--- src/rtl/mem_access_unit_pkg.sv ---
// Shared definitions for the MEM-stage data-bus access unit: FSM state
// encoding, access-size codes and the bus-size mapping helper.
package mem_access_unit_pkg;

    typedef enum logic [1:0] {
        IDLE = 2'd0,
        REQ  = 2'd1,
        WAIT = 2'd2,
        DONE = 2'd3
    } mau_state_e;

    localparam logic [1:0] SZ_BYTE = 2'd0;
    localparam logic [1:0] SZ_HALF = 2'd1;
    localparam logic [1:0] SZ_WORD = 2'd2;

    // Size code 3 has no meaning on the bus and is issued as a word.
    function automatic logic [1:0] bus_size(input logic [1:0] size);
        logic [1:0] res;
        if (size == 2'd3) begin
            res = SZ_WORD;
        end else begin
            res = size;
        end
        return res;
    endfunction

endpackage

--- src/rtl/mem_access_unit_if.sv ---
// SRAM-like data bus between the access unit (master) and memory (slave).
interface mem_access_unit_if #(
    parameter int ADDR_W = 32,
    parameter int DATA_W = 32
);
    logic              data_req;
    logic              data_wr;
    logic [1:0]        data_size;
    logic [ADDR_W-1:0] data_addr;
    logic [DATA_W-1:0] data_wdata;
    logic [3:0]        data_wstrb;
    logic              data_addr_ok;
    logic              data_data_ok;
    logic [DATA_W-1:0] data_rdata;

    modport master (
        output data_req, data_wr, data_size, data_addr, data_wdata, data_wstrb,
        input  data_addr_ok, data_data_ok, data_rdata
    );

    modport slave (
        input  data_req, data_wr, data_size, data_addr, data_wdata, data_wstrb,
        output data_addr_ok, data_data_ok, data_rdata
    );
endinterface

--- src/rtl/mem_access_unit_chk.sv ---
// Protocol checker: the bus may only complete a data phase while a request
// is outstanding (REQ or WAIT).
module mem_access_unit_chk
    import mem_access_unit_pkg::*;
(
    input logic       clk,
    input logic       resetn,
    input mau_state_e state,
    input logic       data_ok
);

    property p_data_ok_in_phase;
        @(posedge clk) disable iff (!resetn)
            data_ok |-> (state == REQ || state == WAIT);
    endproperty

    a_data_ok_in_phase: assert property (p_data_ok_in_phase);

endmodule

--- src/rtl/mem_access_unit_store_align.sv ---
// Store lane alignment: replicates store data across byte lanes, builds the
// byte strobes for the addressed lanes and flags misaligned addresses.
module mem_store_align
    import mem_access_unit_pkg::*;
(
    input  logic [1:0]  size,
    input  logic [1:0]  addr_lo,
    input  logic [31:0] wdata,
    output logic [31:0] wdata_aligned,
    output logic [3:0]  wstrb,
    output logic        misaligned
);

    // Decode access size into lane replication, strobes and alignment fault.
    always_comb begin
        wdata_aligned = wdata;
        wstrb         = 4'b1111;
        misaligned    = 1'b0;
        case (size)
            SZ_BYTE: begin
                wdata_aligned = {4{wdata[7:0]}};
                wstrb         = 4'b0001 << addr_lo;
            end
            SZ_HALF: begin
                wdata_aligned = {2{wdata[15:0]}};
                wstrb         = 4'b0011 << addr_lo;
                misaligned    = addr_lo[0];
            end
            default: begin
                // Word and the size-3 alias both need a 4-byte boundary.
                misaligned = (addr_lo != 2'b00);
            end
        endcase
    end

endmodule

--- src/rtl/mem_access_unit.sv ---
// MEM-stage data access unit: issues load/store requests on the data bus,
// holds the pipeline stall until the load word is captured in rdata, and
// reports misaligned addresses without touching the bus.
module mem_access_unit
    import mem_access_unit_pkg::*;
#(
    parameter int ADDR_W = 32,
    parameter int DATA_W = 32
) (
    input  logic              clk,
    input  logic              resetn,
    input  logic              mem_en,
    input  logic              mem_we,
    input  logic [1:0]        mem_size,
    input  logic [ADDR_W-1:0] addr,
    input  logic [DATA_W-1:0] wdata,
    mem_access_unit_if.master bus,
    output logic [DATA_W-1:0] rdata,
    output logic              stall,
    output logic              adel,
    output logic              ades,
    output logic [ADDR_W-1:0] badvaddr
);

    mau_state_e        state_r;
    mau_state_e        state_next_s;
    logic              req_r;
    logic              wr_r;
    logic [1:0]        size_r;
    logic [ADDR_W-1:0] addr_r;
    logic [DATA_W-1:0] wdata_r;
    logic [3:0]        wstrb_r;
    logic [DATA_W-1:0] rdata_r;
    logic [DATA_W-1:0] align_wdata_s;
    logic [3:0]        align_wstrb_s;
    logic              misaligned_s;
    logic              issue_s;
    logic              capture_s;

    mem_store_align u_align (
        .size          (mem_size),
        .addr_lo       (addr[1:0]),
        .wdata         (wdata),
        .wdata_aligned (align_wdata_s),
        .wstrb         (align_wstrb_s),
        .misaligned    (misaligned_s)
    );

    mem_access_unit_chk u_chk (
        .clk     (clk),
        .resetn  (resetn),
        .state   (state_r),
        .data_ok (bus.data_data_ok)
    );

    assign issue_s = (state_r == IDLE) && mem_en && !misaligned_s;

    // Next-state logic and load-data capture strobe.
    always_comb begin
        state_next_s = state_r;
        capture_s    = 1'b0;
        case (state_r)
            IDLE: begin
                if (issue_s) begin
                    state_next_s = REQ;
                end else begin
                    state_next_s = IDLE;
                end
            end
            REQ: begin
                if (bus.data_addr_ok && bus.data_data_ok) begin
                    state_next_s = DONE;
                    capture_s    = !wr_r;
                end else if (bus.data_addr_ok) begin
                    state_next_s = WAIT;
                end else begin
                    state_next_s = REQ;
                end
            end
            WAIT: begin
                if (bus.data_data_ok) begin
                    state_next_s = DONE;
                    capture_s    = !wr_r;
                end else begin
                    state_next_s = WAIT;
                end
            end
            DONE: begin
                // One non-stall cycle so the load-data register samples rdata.
                state_next_s = IDLE;
            end
            default: begin
                state_next_s = IDLE;
            end
        endcase
    end

    // FSM state register.
    always_ff @(posedge clk or negedge resetn) begin
        if (!resetn) begin
            state_r <= IDLE;
        end else begin
            state_r <= state_next_s;
        end
    end

    // Bus command registers: latched once at issue, held until the next issue.
    always_ff @(posedge clk or negedge resetn) begin
        if (!resetn) begin
            req_r   <= 1'b0;
            wr_r    <= 1'b0;
            size_r  <= 2'd0;
            addr_r  <= {ADDR_W{1'b0}};
            wdata_r <= {DATA_W{1'b0}};
            wstrb_r <= 4'b0000;
        end else begin
            req_r <= (state_next_s == REQ);
            if (issue_s) begin
                wr_r    <= mem_we;
                size_r  <= bus_size(mem_size);
                addr_r  <= addr;
                wdata_r <= align_wdata_s;
                wstrb_r <= mem_we ? align_wstrb_s : 4'b0000;
            end
        end
    end

    // Load-data register: raw bus word, untouched by stores.
    always_ff @(posedge clk or negedge resetn) begin
        if (!resetn) begin
            rdata_r <= {DATA_W{1'b0}};
        end else if (capture_s) begin
            rdata_r <= bus.data_rdata;
        end
    end

    assign bus.data_req   = req_r;
    assign bus.data_wr    = wr_r;
    assign bus.data_size  = size_r;
    assign bus.data_addr  = addr_r;
    assign bus.data_wdata = wdata_r;
    assign bus.data_wstrb = wstrb_r;
    assign rdata          = rdata_r;

    assign stall    = issue_s || (state_r == REQ) || (state_r == WAIT);
    assign adel     = mem_en && !mem_we && misaligned_s && (state_r == IDLE);
    assign ades     = mem_en &&  mem_we && misaligned_s && (state_r == IDLE);
    assign badvaddr = addr;

endmodule

--- src/flat_wrapper.sv ---
// flat-port wrapper written by rule: the top's interface ports become plain ports
module mem_access_unit_flat import mem_access_unit_pkg::*;
#(
    parameter int ADDR_W = 32,
    parameter int DATA_W = 32
)
  (clk, resetn, mem_en, mem_we, mem_size, addr, wdata, rdata, stall, adel, ades, badvaddr, bus_data_req, bus_data_wr, bus_data_size, bus_data_addr, bus_data_wdata, bus_data_wstrb, bus_data_addr_ok, bus_data_data_ok, bus_data_rdata);
  mem_access_unit_if #(.ADDR_W(ADDR_W), .DATA_W(DATA_W)) bus_i ();
  input  logic clk;
  input  logic resetn;
  input  logic mem_en;
  input  logic mem_we;
  input  logic [1:0] mem_size;
  input  logic [ADDR_W-1:0] addr;
  input  logic [DATA_W-1:0] wdata;
  output logic [DATA_W-1:0] rdata;
  output logic stall;
  output logic adel;
  output logic ades;
  output logic [ADDR_W-1:0] badvaddr;
  output wire logic [$bits(bus_i.data_req)-1:0] bus_data_req;
  output wire logic [$bits(bus_i.data_wr)-1:0] bus_data_wr;
  output wire logic [$bits(bus_i.data_size)-1:0] bus_data_size;
  output wire logic [$bits(bus_i.data_addr)-1:0] bus_data_addr;
  output wire logic [$bits(bus_i.data_wdata)-1:0] bus_data_wdata;
  output wire logic [$bits(bus_i.data_wstrb)-1:0] bus_data_wstrb;
  input wire logic [$bits(bus_i.data_addr_ok)-1:0] bus_data_addr_ok;
  input wire logic [$bits(bus_i.data_data_ok)-1:0] bus_data_data_ok;
  input wire logic [$bits(bus_i.data_rdata)-1:0] bus_data_rdata;
  assign bus_data_req = bus_i.data_req;
  assign bus_data_wr = bus_i.data_wr;
  assign bus_data_size = bus_i.data_size;
  assign bus_data_addr = bus_i.data_addr;
  assign bus_data_wdata = bus_i.data_wdata;
  assign bus_data_wstrb = bus_i.data_wstrb;
  assign bus_i.data_addr_ok = bus_data_addr_ok;
  assign bus_i.data_data_ok = bus_data_data_ok;
  assign bus_i.data_rdata = bus_data_rdata;
  mem_access_unit #(.ADDR_W(ADDR_W), .DATA_W(DATA_W)) u_core (.clk(clk), .resetn(resetn), .mem_en(mem_en), .mem_we(mem_we), .mem_size(mem_size), .addr(addr), .wdata(wdata), .bus(bus_i), .rdata(rdata), .stall(stall), .adel(adel), .ades(ades), .badvaddr(badvaddr));
endmodule
--- config.mk ---
export PLATFORM = sky130hd
export DESIGN_NAME = mem_access_unit_flat
export DESIGN_NICKNAME = d
export VERILOG_FILES = /design/src/rtl/mem_access_unit_pkg.sv /design/src/rtl/mem_access_unit_if.sv /design/src/rtl/mem_access_unit_chk.sv /design/src/rtl/mem_access_unit_store_align.sv /design/src/rtl/mem_access_unit.sv /design/src/flat_wrapper.sv
export SDC_FILE = /design/constraint.sdc
export NUM_CORES = 1
export LEC_CHECK = 0
export CORE_ASPECT_RATIO = 0.6
export CORE_MARGIN = 5
export CORE_UTILIZATION = 42
export CTS_CLUSTER_DIAMETER = 60
export DETAILED_ROUTE_END_ITERATION = 8
export DONT_BUFFER_PORTS = 1
export SKIP_CTS_REPAIR_TIMING = 1
export SYNTH_ARGS = -nofsm -noshare
export SYNTH_HDL_FRONTEND = slang
export SYNTH_SLANG_ARGS = --single-unit
--- constraint.sdc ---
create_clock -name clk -period 5.8 [get_ports clk]
set_clock_uncertainty 0.1 [all_clocks]
set_input_delay 0.87 -clock clk [delete_from_list [all_inputs] [get_ports clk]]
set_output_delay 0.87 -clock clk [all_outputs]
set_load 0.02 [all_outputs]
=== Yosys cells after proc, flatten, opt, wreduce, memory -nomap -nowiden ===
Cells that the tools add are included.
W data, S select, Z words.

* Eq/ne operators: 6
* Shifts and indexed selects: 2
* Muxes and demuxes: 13
* Reduce and logical (&&, ||, !) cells: 17

{| class="wikitable"
|+ Operators by type and width
! cell !! number
|-
| $pmux W32 S2 || 1
|-
| $logic_and A1 B1 Y1 || 9
|-
| $pmux W2 S4 || 1
|-
| $pmux W4 S2 || 1
|-
| $eq A2 B1 Y1 const B || 3
|-
| $eq A2 B2 Y1 const B || 3
|-
| $mux W2 || 3
|-
| $logic_not A2 Y1 || 2
|-
| $mux W1 || 4
|-
| $mux W4 || 1
|-
| $pmux W1 S2 || 2
|-
| $shl A1 B2 Y4 const A || 1
|-
| $shl A2 B2 Y4 const A || 1
|-
| $logic_not A1 Y1 || 3
|-
| $logic_or A1 B1 Y1 || 2
|-
| $reduce_bool A2 Y1 || 1
|}

* Output and inout port bits: 139
* Register bits after elaboration: 106
* Logic and storage cells: 46
* Bits of input ports: 104

=== Longest topological paths before layout ===
* Word-level depth: 7
* Depth in mapped cells: 8
* Gate-level depth less buffers: 6

=== Hierarchy ===
From an unflattened synthesis, not the netlist that was laid out.

* Cell total of the unflattened synthesis: 350
* Area total of the unflattened synthesis: 4803.4 um^2

{| class="wikitable"
|+ Modules (own cells, without submodules)
! module !! sequential area each (um^2) !! area an instance (um^2) !! cells an instance !! times used
|-
| mem_access_unit || 2652.5 || 4324.1 || 286 || 1
|-
| mem_store_align || 0.0 || 479.2 || 64 || 1
|}

=== Worst setup path after synthesis ===
No wires, ideal clock.

* Path type: input -> output
* From: input mem_size[1]
* To: output stall
* Data required time: 4830 ps
* Path slack: 2661 ps
* Buffers on the path: 4
* Cell stages on the path: 7
* Arrival time: 2169 ps
* Cell sequence: clkbuf_1 > or2_1 > buf_6 > a221o_1 > buf_6 > clkbuf_1 > nand2_1

* Word-level cells in the longest chain between the ends: 6

{| class="wikitable"
|+ RTL lines
! what !! RTL line !! text
|-
| from (decl) || flat_wrapper.sv:13 || <nowiki>input logic [1:0] mem_size;</nowiki>
|-
| $eq A2 B1 Y1 / $logic_not A2 Y1 (equally long branches) || mem_access_unit_store_align.sv:19 || <nowiki>case (size)</nowiki>
|-
| $pmux W1 S2 * || mem_access_unit_store_align.sv:19 ||
|-
| $logic_not A1 Y1 * || mem_access_unit.sv:56 || <nowiki>assign issue_s = (state_r == IDLE) && mem_en && !misaligned_s;</nowiki>
|-
| $logic_and A1 B1 Y1 * || mem_access_unit.sv:56 ||
|-
| $logic_or A1 B1 Y1 * (2 in a row) || mem_access_unit.sv:145 || <nowiki>assign stall = issue_s || (state_r == REQ) || (state_r == WAIT);</nowiki>
|-
| to (decl) || flat_wrapper.sv:17 || <nowiki>output logic stall;</nowiki>
|}

Mark *: on every way between the ends. The rest lies on a longest branch, timed or not.

=== Final worst setup path ===
Same ends and word-level chain as after synthesis.

==> impl_metrics.env <==
export IMPL_grt_ovfl_total=0
export IMPL_synth_edff_count=0
export IMPL_finalWorstSetupSlack_ns=2.67
export IMPL_final_core_util_pct=44.0
export IMPL_yosys_area_share_adder_pct=0.787
export IMPL_holdCritPathClass="primary input to asynchronous set/reset pin"
export IMPL_drive_gt1_share_pct=29.1
export IMPL_outcome="complete, no violations"
export IMPL_initial_utilization_pct=42.6
export IMPL_max_cap_viol_count=0
export IMPL_drt_total_wl_um=10100
export IMPL_finalHoldViolations=0
export IMPL_slew_limit_headroom_pct=34.7
export IMPL_via_per_inst=5.29
export IMPL_yosysTopAreaCell="dfrtp_1"
export IMPL_port_buffers=0
export IMPL_tns_ns=0
export IMPL_ys_warnings_count=0
export IMPL_cts_buffers=9
export IMPL_cts_tree="built"
export IMPL_ys_types=25
export IMPL_rows=30
export IMPL_cp_required_ns=4.83
export IMPL_cts_htree_levels=3
export IMPL_fmaxAchievable_mhz=319
export IMPL_dr_pass1_iters=4
export IMPL_p_leak_nw=2.32
export IMPL_min_period_over_period_pct=54.0
export IMPL_path_max_fanout=52
export IMPL_ios=243
export IMPL_synth_top_family_by_area="multiplexers"
export IMPL_setup_viol=0
export IMPL_clock_path_buffers=2
export IMPL_cts_clk_slew_worst_paths_ns=0.07
export IMPL_dp_hpwl_um=7330
export IMPL_syn_num_nets=468
export IMPL_worstSetupEndpointType="output port"
export IMPL_synth_compound_area_share_pct=5.01
export IMPL_grt_setup_unrepaired="no"
export IMPL_cts_sinks=106
export IMPL_synthXorXnorAreaFrac_pct=0.184
export IMPL_dpl_worst_slack_ns=2.67
export IMPL_drv_slew=0
export IMPL_ys_flop_type="dfrtp_1"
export IMPL_syn_to_final_growth_pct=3.23
export IMPL_drt_iter0_drc=103
export IMPL_power_mw=3.06
export IMPL_place_congestion=0.814
export IMPL_async_flop_share_pct=100
export IMPL_cp_start_kind="primary input"
export IMPL_worstSetupPathType="primary input to output port"
export IMPL_synthesis_area_um2=4770
export IMPL_num_vias=2493
export IMPL_antenna_found_initial=0
export IMPL_drc=0
export IMPL_insertedDiodeCount=0
export IMPL_grt_pass1_vias=2714
export IMPL_seq_area_frac_synth_pct=55.6
export IMPL_power_density_nw_per_um2=622
export IMPL_dieArea_um2=13700
export IMPL_worstSkewPairLatency_ns=0.33
export IMPL_netlist_instances=361
export IMPL_wire_per_inst_um=21.4
export IMPL_synth_simple_gate_area_share_pct=4.70
export IMPL_grt_pass1_wl_um=15700
export IMPL_yosys_top_cells_area="dfrtp_1 56%, mux2_4 13%, mux2_2 7.6%, mux2i_1 5.0%, buf_4 5.0%"
export IMPL_synth_top_area_share_pct=55.6
export IMPL_yosys_top_cells_count="106 x dfrtp_1, 42 x mux2_4, 32 x buf_4, 32 x mux2_2, 32 x nand2_1"
export IMPL_timing_hold_ws_ns=0.120
export IMPL_root_buffer="clkbuf_16"
export IMPL_drtAntennaViolNets=0
export IMPL_nets=429
export IMPL_dieWidth_um=148
export IMPL_peakVddDrop_v=0.000244
export IMPL_dieHeight_um=92.5
export IMPL_worst_pin_slew_ns=0.974
export IMPL_yosysMostFrequentCell="dfrtp_1"
export IMPL_synth_seq_cells=106
export IMPL_grt_usage_pct=14.7
export IMPL_period_minus_slack_ns=3.13
export IMPL_avgSynthCellArea_um2=13.2
export IMPL_arrival_ns=2.16
export IMPL_synth_area_mux_share_pct=25.8
export IMPL_grt_max_degree=107
export IMPL_core_area_um2=11200
==> cells in the final DEF (no fill, tap or decap), types with 2 or more instances in the layout <==
cell type  synthesis  routed
dfrtp_1          106     106
o21ai_0           30      30
nand2b_1           2       2
nor2b_1            2       2
nand2_1           32      32
ha_1               3       3
mux2_2            32      32
o31ai_1            2       2
nor2_1            14      14
nand3_1            2       2
mux2_4            42      42
a22oi_1            2       2
buf_4             32       2
mux2i_1           24      24
a21oi_1            8       8
inv_6              0       2
clkbuf_16          0       9
clkinv_4           0       2
inv_1              2       2
==> sequential cells by signal, indices dropped and copies added, names as in the netlist <==
signal	count
u_core.state_r	2
u_core.rdata	32
u_core.bus.data_wdata	32
u_core.bus.data_wr	1
u_core.bus.data_req	1
u_core.bus.data_wstrb	4
u_core.bus.data_addr	32
u_core.bus.data_size	2
==> through the flow <==
stage                     cells  cell area (µm²)
after floorplan             361             4770
after detailed placement    455             4610
after global routing        471             4920
final                       471             4920
after CTS                   471             4920
after global placement      455             4610
==> routing by layer <==
metal,up-vias,share of wire [%],global-route usage [%]
met5,-,0,0
met2,141,45,22.6
met4,0,0.97,4.26
met1,1223,41,17.5
li1,1120,-,-
met3,9,12,8.66
==> area by class of cell <==
class / instances / area [µm²]
Multi-Input combinational cell: 201 / 1760
Sequential cell: 106 / 2650
Fill cell: 1014 / 6260
Clock inverter: 6 / 72.6
Timing Repair Buffer: 2 / 15.0
Inverter: 2 / 7.51
Tap cell: 144 / 180
Clock buffer: 10 / 239
==> logic make-up after synthesis <==
kind of cell,after synthesis
simple gates,55
buf+inv,54
fa+ha+maj,3
compound gates,44
xor+xnor,1
mux,98
flops,106
==> worst max-delay path: stages <==
cell	delay, ns
or2_1	0.36
a221o_4	0.64
nand2_1	0.27
==> path summary, 6_finish.rpt <==
| kind | startpoint | endpoint | slack [ns] | cells after the start |
|---|---|---|---|---|
| min reg2reg | u_core.state_r[0] | u_core.state_r[1] | 0.48 | 1 |
| min in group clk | u_core.state_r[0] | u_core.state_r[1] | 0.48 | 1 |
| max in group asynchronous | resetn | u_core.rdata[23] | 5.35 | 0 |
| min | resetn | u_core.bus.data_wdata[5] | 0.12 | 0 |
| max | mem_size[1] | stall | 2.67 | 3 |
| max reg2reg | u_core.state_r[0] | u_core.bus.data_addr[4] | 3.16 | 6 |
==> power by group <==
group          switching (mW)  internal, mW  total, mW
sequential              0.744          1.10       1.85
combinational           0.215         0.379      0.594
clock                   0.269         0.351      0.620
Note: power is estimated with default switching activity, not from simulation.
